File: config.mk
export PLATFORM = sky130hd
export DESIGN_NAME = spi_slave_flat
export DESIGN_NICKNAME = d
export VERILOG_FILES = /design/src/rtl/spi_pkg.sv /design/src/rtl/spi_slave_if.sv /design/src/rtl/spi_sync_edge.sv /design/src/rtl/spi_slave.sv /design/src/flat_wrapper.sv
export SDC_FILE = /design/constraint.sdc
export NUM_CORES = 1
export LEC_CHECK = 0
export ABC_CLOCK_PERIOD_IN_PS = 2300
export BUFFER_PORTS_ARGS = -buffer_cell sky130_fd_sc_hd__buf_2
export CAP_MARGIN = 20
export CORE_AREA = 2 2 70 72
export DETAILED_ROUTE_END_ITERATION = 10
export DIE_AREA = 0 0 72 74
export SYNTH_ARGS = -nofsm -noshare
export SYNTH_HDL_FRONTEND = slang
export SYNTH_SLANG_ARGS = --single-unit
File: constraint.sdc
create_clock -name clk -period 2.3 [get_ports clk]
set_input_delay 0.115 -clock clk [delete_from_list [all_inputs] [get_ports clk]]
set_output_delay 0.115 -clock clk [all_outputs]
set_load 0.02 [all_outputs]
File: src/rtl/spi_pkg.sv
// Shared SPI definitions: FSM state encoding and byte width, common to the
// slave RTL and the spi_master benches.
package spi_pkg;

  localparam int SPI_BYTE_W = 8;
  localparam int SPI_CNT_W  = $clog2(SPI_BYTE_W);

  typedef enum logic [1:0] {
    ST_IDLE  = 2'd0,
    ST_LOAD  = 2'd1,
    ST_SHIFT = 2'd2
  } spi_state_e;

endpackage

File: src/rtl/spi_slave_if.sv
// Pin-level SPI lines plus the byte-level tx/rx handshake of spi_slave.
interface spi_slave_if;
  import spi_pkg::*;

  logic                  ss;
  logic                  sck;
  logic                  mosi;
  logic                  miso;
  logic                  miso_oe;
  logic [SPI_BYTE_W-1:0] tx_data;
  logic                  tx_valid;
  logic                  tx_ready;
  logic [SPI_BYTE_W-1:0] data_out;
  logic                  new_data;
  logic                  busy;
  logic                  tx_underrun;

  modport slave (
    input  ss, sck, mosi, tx_data, tx_valid,
    output miso, miso_oe, tx_ready, data_out, new_data, busy, tx_underrun
  );

  modport master (
    output ss, sck, mosi, tx_data, tx_valid,
    input  miso, miso_oe, tx_ready, data_out, new_data, busy, tx_underrun
  );
endinterface

File: src/rtl/spi_sync_edge.sv
// Multi-flop synchronizer for one asynchronous input, with single-cycle
// rise/fall pulses taken from the last stage against a delayed copy.
module spi_sync_edge #(
  parameter int   STAGES  = 2,
  parameter logic RST_VAL = 1'b0
) (
  input  logic clk,
  input  logic rst,
  input  logic din,
  output logic dout,
  output logic rise,
  output logic fall
);

  logic [STAGES-1:0] sync_q;
  logic              dly_q;

  // NOTE: sequential state uses non-blocking assignments so every flop samples
  // the pre-edge value of its neighbour; blocking here would collapse the chain.
  always_ff @(posedge clk or posedge rst) begin
    if (rst) begin
      sync_q <= {STAGES{RST_VAL}};
      dly_q  <= RST_VAL;
    end else begin
      sync_q <= {sync_q[STAGES-2:0], din};
      dly_q  <= sync_q[STAGES-1];
    end
  end

  assign dout = sync_q[STAGES-1];
  assign rise = dout & ~dly_q;
  assign fall = ~dout & dly_q;

endmodule

File: src/rtl/spi_slave.sv
// SPI mode-0 responder: oversampled ss/sck/mosi, MSB-first byte shifting,
// one-entry tx buffer with IDLE_BYTE substitution on underrun.
module spi_slave
  import spi_pkg::*;
#(
  parameter int                    SYNC_STAGES = 2,
  parameter logic [SPI_BYTE_W-1:0] IDLE_BYTE   = 8'hFF
) (
  input  logic        clk,
  input  logic        rst,
  spi_slave_if.slave  bus
);

  logic ss_sync, ss_rise, ss_fall;
  logic sck_sync, sck_rise, sck_fall;
  logic mosi_sync, mosi_rise, mosi_fall;

  spi_sync_edge #(.STAGES(SYNC_STAGES), .RST_VAL(1'b1)) u_sync_ss (
    .clk(clk), .rst(rst), .din(bus.ss),
    .dout(ss_sync), .rise(ss_rise), .fall(ss_fall)
  );

  spi_sync_edge #(.STAGES(SYNC_STAGES), .RST_VAL(1'b0)) u_sync_sck (
    .clk(clk), .rst(rst), .din(bus.sck),
    .dout(sck_sync), .rise(sck_rise), .fall(sck_fall)
  );

  spi_sync_edge #(.STAGES(SYNC_STAGES), .RST_VAL(1'b0)) u_sync_mosi (
    .clk(clk), .rst(rst), .din(bus.mosi),
    .dout(mosi_sync), .rise(mosi_rise), .fall(mosi_fall)
  );

  spi_state_e            state, state_next;
  logic [SPI_CNT_W-1:0]  bit_cnt;
  logic [SPI_BYTE_W-1:0] rx_shift;
  logic [SPI_BYTE_W-1:0] tx_shift;
  logic [SPI_BYTE_W-1:0] buf_data;
  logic                  buf_full;
  logic                  reload_pending;
  logic [SPI_BYTE_W-1:0] data_out_q;
  logic                  new_data_q;
  logic                  underrun_q;

  logic                  active;
  logic                  buf_write;
  logic                  load_now;
  logic [SPI_BYTE_W-1:0] rx_next;

  assign active    = (state == ST_SHIFT) && !ss_sync;
  assign buf_write = bus.tx_valid && !buf_full;
  // The fall after a completed byte reloads tx_shift instead of shifting it.
  assign load_now  = (state == ST_LOAD) || (active && sck_fall && reload_pending);
  assign rx_next   = {rx_shift[SPI_BYTE_W-2:0], mosi_sync};

  always_ff @(posedge clk or posedge rst) begin
    if (rst) state <= ST_IDLE;
    else     state <= state_next;
  end

  // NOTE: every output of an always_comb gets a default first; a path that
  // leaves it unassigned would infer a latch.
  always_comb begin
    state_next = state;
    unique case (state)
      ST_IDLE:  if (ss_fall) state_next = ST_LOAD;
      ST_LOAD:  state_next = ss_sync ? ST_IDLE : ST_SHIFT;
      ST_SHIFT: if (ss_sync) state_next = ST_IDLE;
      default:  state_next = ST_IDLE;
    endcase
  end

  always_ff @(posedge clk or posedge rst) begin
    if (rst) begin
      bit_cnt        <= '0;
      rx_shift       <= '0;
      tx_shift       <= '0;
      buf_data       <= '0;
      buf_full       <= 1'b0;
      reload_pending <= 1'b0;
      data_out_q     <= '0;
      new_data_q     <= 1'b0;
      underrun_q     <= 1'b0;
    end else begin
      new_data_q <= 1'b0;
      underrun_q <= 1'b0;

      if (buf_write) buf_data <= bus.tx_data;

      // A write into an empty buffer during a load is kept for the next load.
      if (load_now && buf_full) buf_full <= 1'b0;
      else if (buf_write)       buf_full <= 1'b1;

      if (load_now) begin
        tx_shift       <= buf_full ? buf_data : IDLE_BYTE;
        underrun_q     <= !buf_full;
        reload_pending <= 1'b0;
      end

      if (state == ST_IDLE) begin
        bit_cnt        <= '0;
        reload_pending <= 1'b0;
      end

      if (active) begin
        if (sck_rise) begin
          rx_shift <= rx_next;
          bit_cnt  <= bit_cnt + 1'b1;
          if (bit_cnt == SPI_CNT_W'(SPI_BYTE_W - 1)) begin
            data_out_q     <= rx_next;
            new_data_q     <= 1'b1;
            reload_pending <= 1'b1;
          end
        end else if (sck_fall && !reload_pending) begin
          tx_shift <= tx_shift << 1;
        end
      end
    end
  end

  assign bus.miso        = active && tx_shift[SPI_BYTE_W-1];
  assign bus.miso_oe     = !ss_sync;
  assign bus.busy        = !ss_sync;
  assign bus.tx_ready    = !buf_full;
  assign bus.data_out    = data_out_q;
  assign bus.new_data    = new_data_q;
  assign bus.tx_underrun = underrun_q;

endmodule
File: src/flat_wrapper.sv
// flat-port wrapper written by rule: the top's interface ports become plain ports
module spi_slave_flat import spi_pkg::*;
#(
  parameter int                    SYNC_STAGES = 2,
  parameter logic [SPI_BYTE_W-1:0] IDLE_BYTE   = 8'hFF
)
  (clk, rst, bus_ss, bus_sck, bus_mosi, bus_tx_data, bus_tx_valid, bus_miso, bus_miso_oe, bus_tx_ready, bus_data_out, bus_new_data, bus_busy, bus_tx_underrun);
  spi_slave_if bus_i ();
  input  logic clk;
  input  logic rst;
  input wire logic [$bits(bus_i.ss)-1:0] bus_ss;
  input wire logic [$bits(bus_i.sck)-1:0] bus_sck;
  input wire logic [$bits(bus_i.mosi)-1:0] bus_mosi;
  input wire logic [$bits(bus_i.tx_data)-1:0] bus_tx_data;
  input wire logic [$bits(bus_i.tx_valid)-1:0] bus_tx_valid;
  output wire logic [$bits(bus_i.miso)-1:0] bus_miso;
  output wire logic [$bits(bus_i.miso_oe)-1:0] bus_miso_oe;
  output wire logic [$bits(bus_i.tx_ready)-1:0] bus_tx_ready;
  output wire logic [$bits(bus_i.data_out)-1:0] bus_data_out;
  output wire logic [$bits(bus_i.new_data)-1:0] bus_new_data;
  output wire logic [$bits(bus_i.busy)-1:0] bus_busy;
  output wire logic [$bits(bus_i.tx_underrun)-1:0] bus_tx_underrun;
  assign bus_i.ss = bus_ss;
  assign bus_i.sck = bus_sck;
  assign bus_i.mosi = bus_mosi;
  assign bus_i.tx_data = bus_tx_data;
  assign bus_i.tx_valid = bus_tx_valid;
  assign bus_miso = bus_i.miso;
  assign bus_miso_oe = bus_i.miso_oe;
  assign bus_tx_ready = bus_i.tx_ready;
  assign bus_data_out = bus_i.data_out;
  assign bus_new_data = bus_i.new_data;
  assign bus_busy = bus_i.busy;
  assign bus_tx_underrun = bus_i.tx_underrun;
  spi_slave #(.SYNC_STAGES(SYNC_STAGES), .IDLE_BYTE(IDLE_BYTE)) u_core (.clk(clk), .rst(rst), .bus(bus_i));
endmodule
==> metrics.txt <==
# TYPE chip_impl_metric gauge
chip_impl_metric{name="placeableCoreArea",unit="um^2"} 4598
chip_impl_metric{name="ir_drop",unit="V"} 0.0005711
chip_impl_metric{name="vias_in_the_first_global_route",unit=""} 1153
chip_impl_metric{name="postCtsSetupBuffers",unit=""} 0
chip_impl_metric{name="clkTransAtPathRegs",unit="ns"} 0.09
chip_impl_metric{name="timing_hold_violations_final",unit=""} 0
chip_impl_metric{name="non_filler_cell_area_final",unit="um^2"} 2275
chip_impl_info{name="cts_tree",value="built"} 1
chip_impl_metric{name="drtAntennaViolNets",unit=""} 0
chip_impl_metric{name="grt_max_degree",unit=""} 20
chip_impl_metric{name="worst_ep_arrival_time",unit="ns"} 2.04
chip_impl_metric{name="syn_nets",unit=""} 163
chip_impl_metric{name="cts_hold_buffers",unit=""} 4
chip_impl_info{name="crit_type",value="flip-flop to flip-flop"} 1
chip_impl_metric{name="grt_remaining_overflow",unit=""} 0
chip_impl_metric{name="antenna_cells_inserted",unit=""} 0
chip_impl_metric{name="grt_antenna_before_repair",unit=""} 0
chip_impl_metric{name="areaGrowthSynthToFinish",unit="%"} 14.48
chip_impl_metric{name="clkLatencyLatePin",unit="ns"} 0.30
chip_impl_metric{name="post-dp-hpwl",unit="um"} 2437
chip_impl_metric{name="report.final.setup_viol",unit=""} 0
chip_impl_info{name="cts.root.buffer_cell",value="clkbuf_8"} 1
chip_impl_metric{name="synthArstFlopShare",unit="%"} 100.0
chip_impl_metric{name="pre_cts_ws",unit="ns"} 0.4926
chip_impl_metric{name="final_layout_size_suffix_gt1_share",unit="%"} 37.99
chip_impl_metric{name="synth_edf_count",unit=""} 0
chip_impl_metric{name="power-per-cell-area",unit="nW/um^2"} 886.1
chip_impl_metric{name="achievable-frequency",unit="MHz"} 548.6
chip_impl_metric{name="die_x",unit="um"} 72
chip_impl_metric{name="place_area",unit="um^2"} 2146
chip_impl_info{name="timing.critical_path.to_type",value="flip-flop"} 1
chip_impl_metric{name="cellLeakagePower",unit="nW"} 1.106
chip_impl_metric{name="io_pins",unit=""} 28
chip_impl_metric{name="route.detailed.drc",unit=""} 0
chip_impl_metric{name="groute.usage.overall",unit="%"} 14.06
chip_impl_info{name="crit_slowest_cell",value="or3_1"} 1
chip_impl_metric{name="placement.io_buffers",unit=""} 27
chip_impl_metric{name="worst_pin_slew",unit="ns"} 0.7280
chip_impl_metric{name="timing.max_cap.violations",unit=""} 0
chip_impl_metric{name="synth_cells",unit=""} 147
chip_impl_metric{name="layout_setup_ws",unit="ns"} 0.4773
chip_impl_metric{name="nets",unit=""} 194
chip_impl_metric{name="avgRoutedWirePerCell",unit="um"} 14.30
chip_impl_metric{name="start_util",unit="%"} 43.21
chip_impl_metric{name="rr_worst_depth",unit=""} 3
chip_impl_metric{name="core.rowCount",unit=""} 25
chip_impl_metric{name="synth.yosys.warnings",unit=""} 0
chip_impl_metric{name="synthDominantCellAreaShare",unit="%"} 56.68
chip_impl_metric{name="via_per_inst",unit=""} 4.987
chip_impl_info{name="critPathLaunchType",value="flip-flop"} 1
chip_impl_info{name="yosys-top-cells-area",value="dfrtp_1 (57%), mux2_2 (13%), o221ai_2 (4.5%)"} 1
chip_impl_metric{name="cts-root-to-sink-buffers",unit=""} 2
chip_impl_info{name="unrepaired_setup_endpoints_after_global_routing",value="no"} 1
chip_impl_metric{name="number_of_max_slew_violations_in_the_final_report",unit=""} 0
chip_impl_metric{name="number_of_cells_on_the_worst_hold_path",unit=""} 2
chip_impl_info{name="result_of_the_run",value="finished, final reports clean"} 1
chip_impl_metric{name="dr.pass1.iters",unit=""} 4
chip_impl_metric{name="max-slew-margin-rel",unit="%"} 51.36
chip_impl_info{name="hp-class",value="input pin to flip-flop"} 1
chip_impl_metric{name="drt_iter0_markers",unit=""} 35
chip_impl_metric{name="postRouteWirelength",unit="um"} 3331
chip_impl_metric{name="avgSynthCellArea",unit="um^2"} 13.52
chip_impl_info{name="synth-main-ff-cell",value="dfrtp_1"} 1
chip_impl_metric{name="synth.distinct_cells",unit=""} 30
chip_impl_metric{name="ys_ff_latch",unit=""} 48
chip_impl_metric{name="die_area",unit="um^2"} 5328
chip_impl_metric{name="final_period_minus_worst_setup_slack",unit="ns"} 1.823
chip_impl_metric{name="fin_skew",unit="ns"} 0.006785
chip_impl_metric{name="tns",unit="ns"} 0
chip_impl_metric{name="cp_max_fo",unit=""} 10
chip_impl_metric{name="die_ht",unit="um"} 74
chip_impl_metric{name="syn-cell-area",unit="um^2"} 1987
chip_impl_metric{name="cts-htree-levels",unit=""} 2
chip_impl_metric{name="worstPathRequired",unit="ns"} 2.51
chip_impl_metric{name="numCtsBuffers",unit=""} 5
chip_impl_metric{name="power.total",unit="mW"} 2.016
chip_impl_metric{name="final_core_util",unit="%"} 49.47
chip_impl_metric{name="yosysSeqAreaShare",unit="%"} 60.64
chip_impl_metric{name="clock_sink_count",unit=""} 48
chip_impl_metric{name="cpPeakStageDelay",unit="ns"} 0.54
chip_impl_metric{name="detailroute.via_count",unit=""} 1162
chip_impl_info{name="layout.cells.most_common",value="dfrtp_1"} 1
chip_impl_info{name="most-common-layout-cells",value="dfrtp_1 (45), buf_2 (27), mux2_2 (23), inv_1 (10), nor2_1 (10)"} 1
chip_impl_metric{name="timing.final.crit_share",unit="%"} 79.25
chip_impl_info{name="worstPathCellList",value="or3b_1 > or3_1 > o221ai_2"} 1
chip_impl_metric{name="gp_routability_congestion",unit=""} 0.8304
chip_impl_info{name="post-synth-top-area-cell",value="dfrtp_1"} 1
chip_impl_metric{name="cts_resized",unit=""} 0
chip_impl_metric{name="first_pass_grt_wire_length",unit="um"} 5582
## sequential cells by signal, indices dropped and copies added, names as in the netlist
register	count
u_core.u_sync_sck.sync_q	2
u_core.tx_shift	8
u_core.reload_pending	1
u_core.state	2
u_core.bus.data_out	8
u_core.buf_data	8
u_core.bus.new_data	1
u_core.u_sync_ss.dly_q	1
u_core.bus.tx_underrun	1
u_core.bit_cnt	3
u_core.u_sync_sck.dly_q	1
u_core.u_sync_ss.sync_q	2
u_core.rx_shift	7
u_core.buf_full	1
u_core.u_sync_mosi.sync_q	2
## cell type report
cell class,count,area [um^2]
multi-input cells,78,678.2
inverters,12,45.04
clock inverters,2,16.27
fillers,406,2323
flip-flops and latches,48,1205
well taps,54,67.56
repair buffers,33,190.2
clock buffers,6,72.57
## worst paths after layout
kind | slack (ns) | startpoint | endpoint
worst max-delay path | 0.48 | u_core.state[0] | u_core.tx_shift[3]
worst min register to register | 0.35 | u_core.u_sync_sck.sync_q[0] | u_core.u_sync_sck.sync_q[1]
max in group asynchronous | 1.32 | rst | u_core.tx_shift[2]
worst max register to register | 0.48 | u_core.state[0] | u_core.tx_shift[3]
worst min-delay path | 0.04 | bus_tx_data[3] | u_core.buf_data[3]
min in group asynchronous | 0.36 | rst | u_core.u_sync_mosi.sync_q[0]
## report_power, final
part,internal [mW],switching [mW],leakage (nW)
logic,0.201,0.214,0.456
clock network,0.216,0.276,0.0414
registers,1.01,0.102,0.608
## critical path: cells and delay by family, from the launching register on
family	cells	cell delay, ns
simple gates	2	1.05
flops	1	0.47
compound gates	1	0.21
## through the flow
stage | hold slack (ns) | std cells
3_3_place_gp | 0.1416 | 221
5_1_grt | 0.02705 | 233
2_1_floorplan | 0.1195 | 147
6_report | 0.04156 | 233
4_1_cts | 0.02582 | 233
3_5_place_dp | 0.1522 | 221
## kinds of logic (layout without fill, tap and decap cells)
group | count (synthesis) | in the layout | share of synthesized area [%]
adder cells (fa/ha/maj) | 2 | 2 | 1.259
multiplexers | 29 | 29 | 16.06
AND/OR/NAND/NOR | 25 | 25 | 6.865
flip-flops | 48 | 48 | 60.64
AO/OA/AOI/OAI | 22 | 22 | 9.950
buffers and inverters | 21 | 53 | 5.226
## synth_stat cells (2+ instances only)
library cell   n
o21ai_0        4
buf_4          2
clkbuf_1       3
o211ai_1       6
nand2_1        2
nor4b_1        2
nand2b_1       3
dfstp_2        3
o221ai_2       6
a21o_1         2
buf_2          2
dfrtp_1       45
inv_1         11
nor2_1        10
ha_1           2
mux2i_1        6
mux2_2        23
buf_6          2
nor2b_1        2
## metal layers
metal | vias up | routed length (um) | global-route usage (%)
met4 | 0 | 72 | 6.918
met2 | 21 | 1525 | 20.47
met1 | 566 | 1602 | 19.17
met5 | - | 0 | 0
li1 | 570 | - | -
met3 | 5 | 131 | 4.472
No activity file was read; power rests on OpenSTA's default activity.
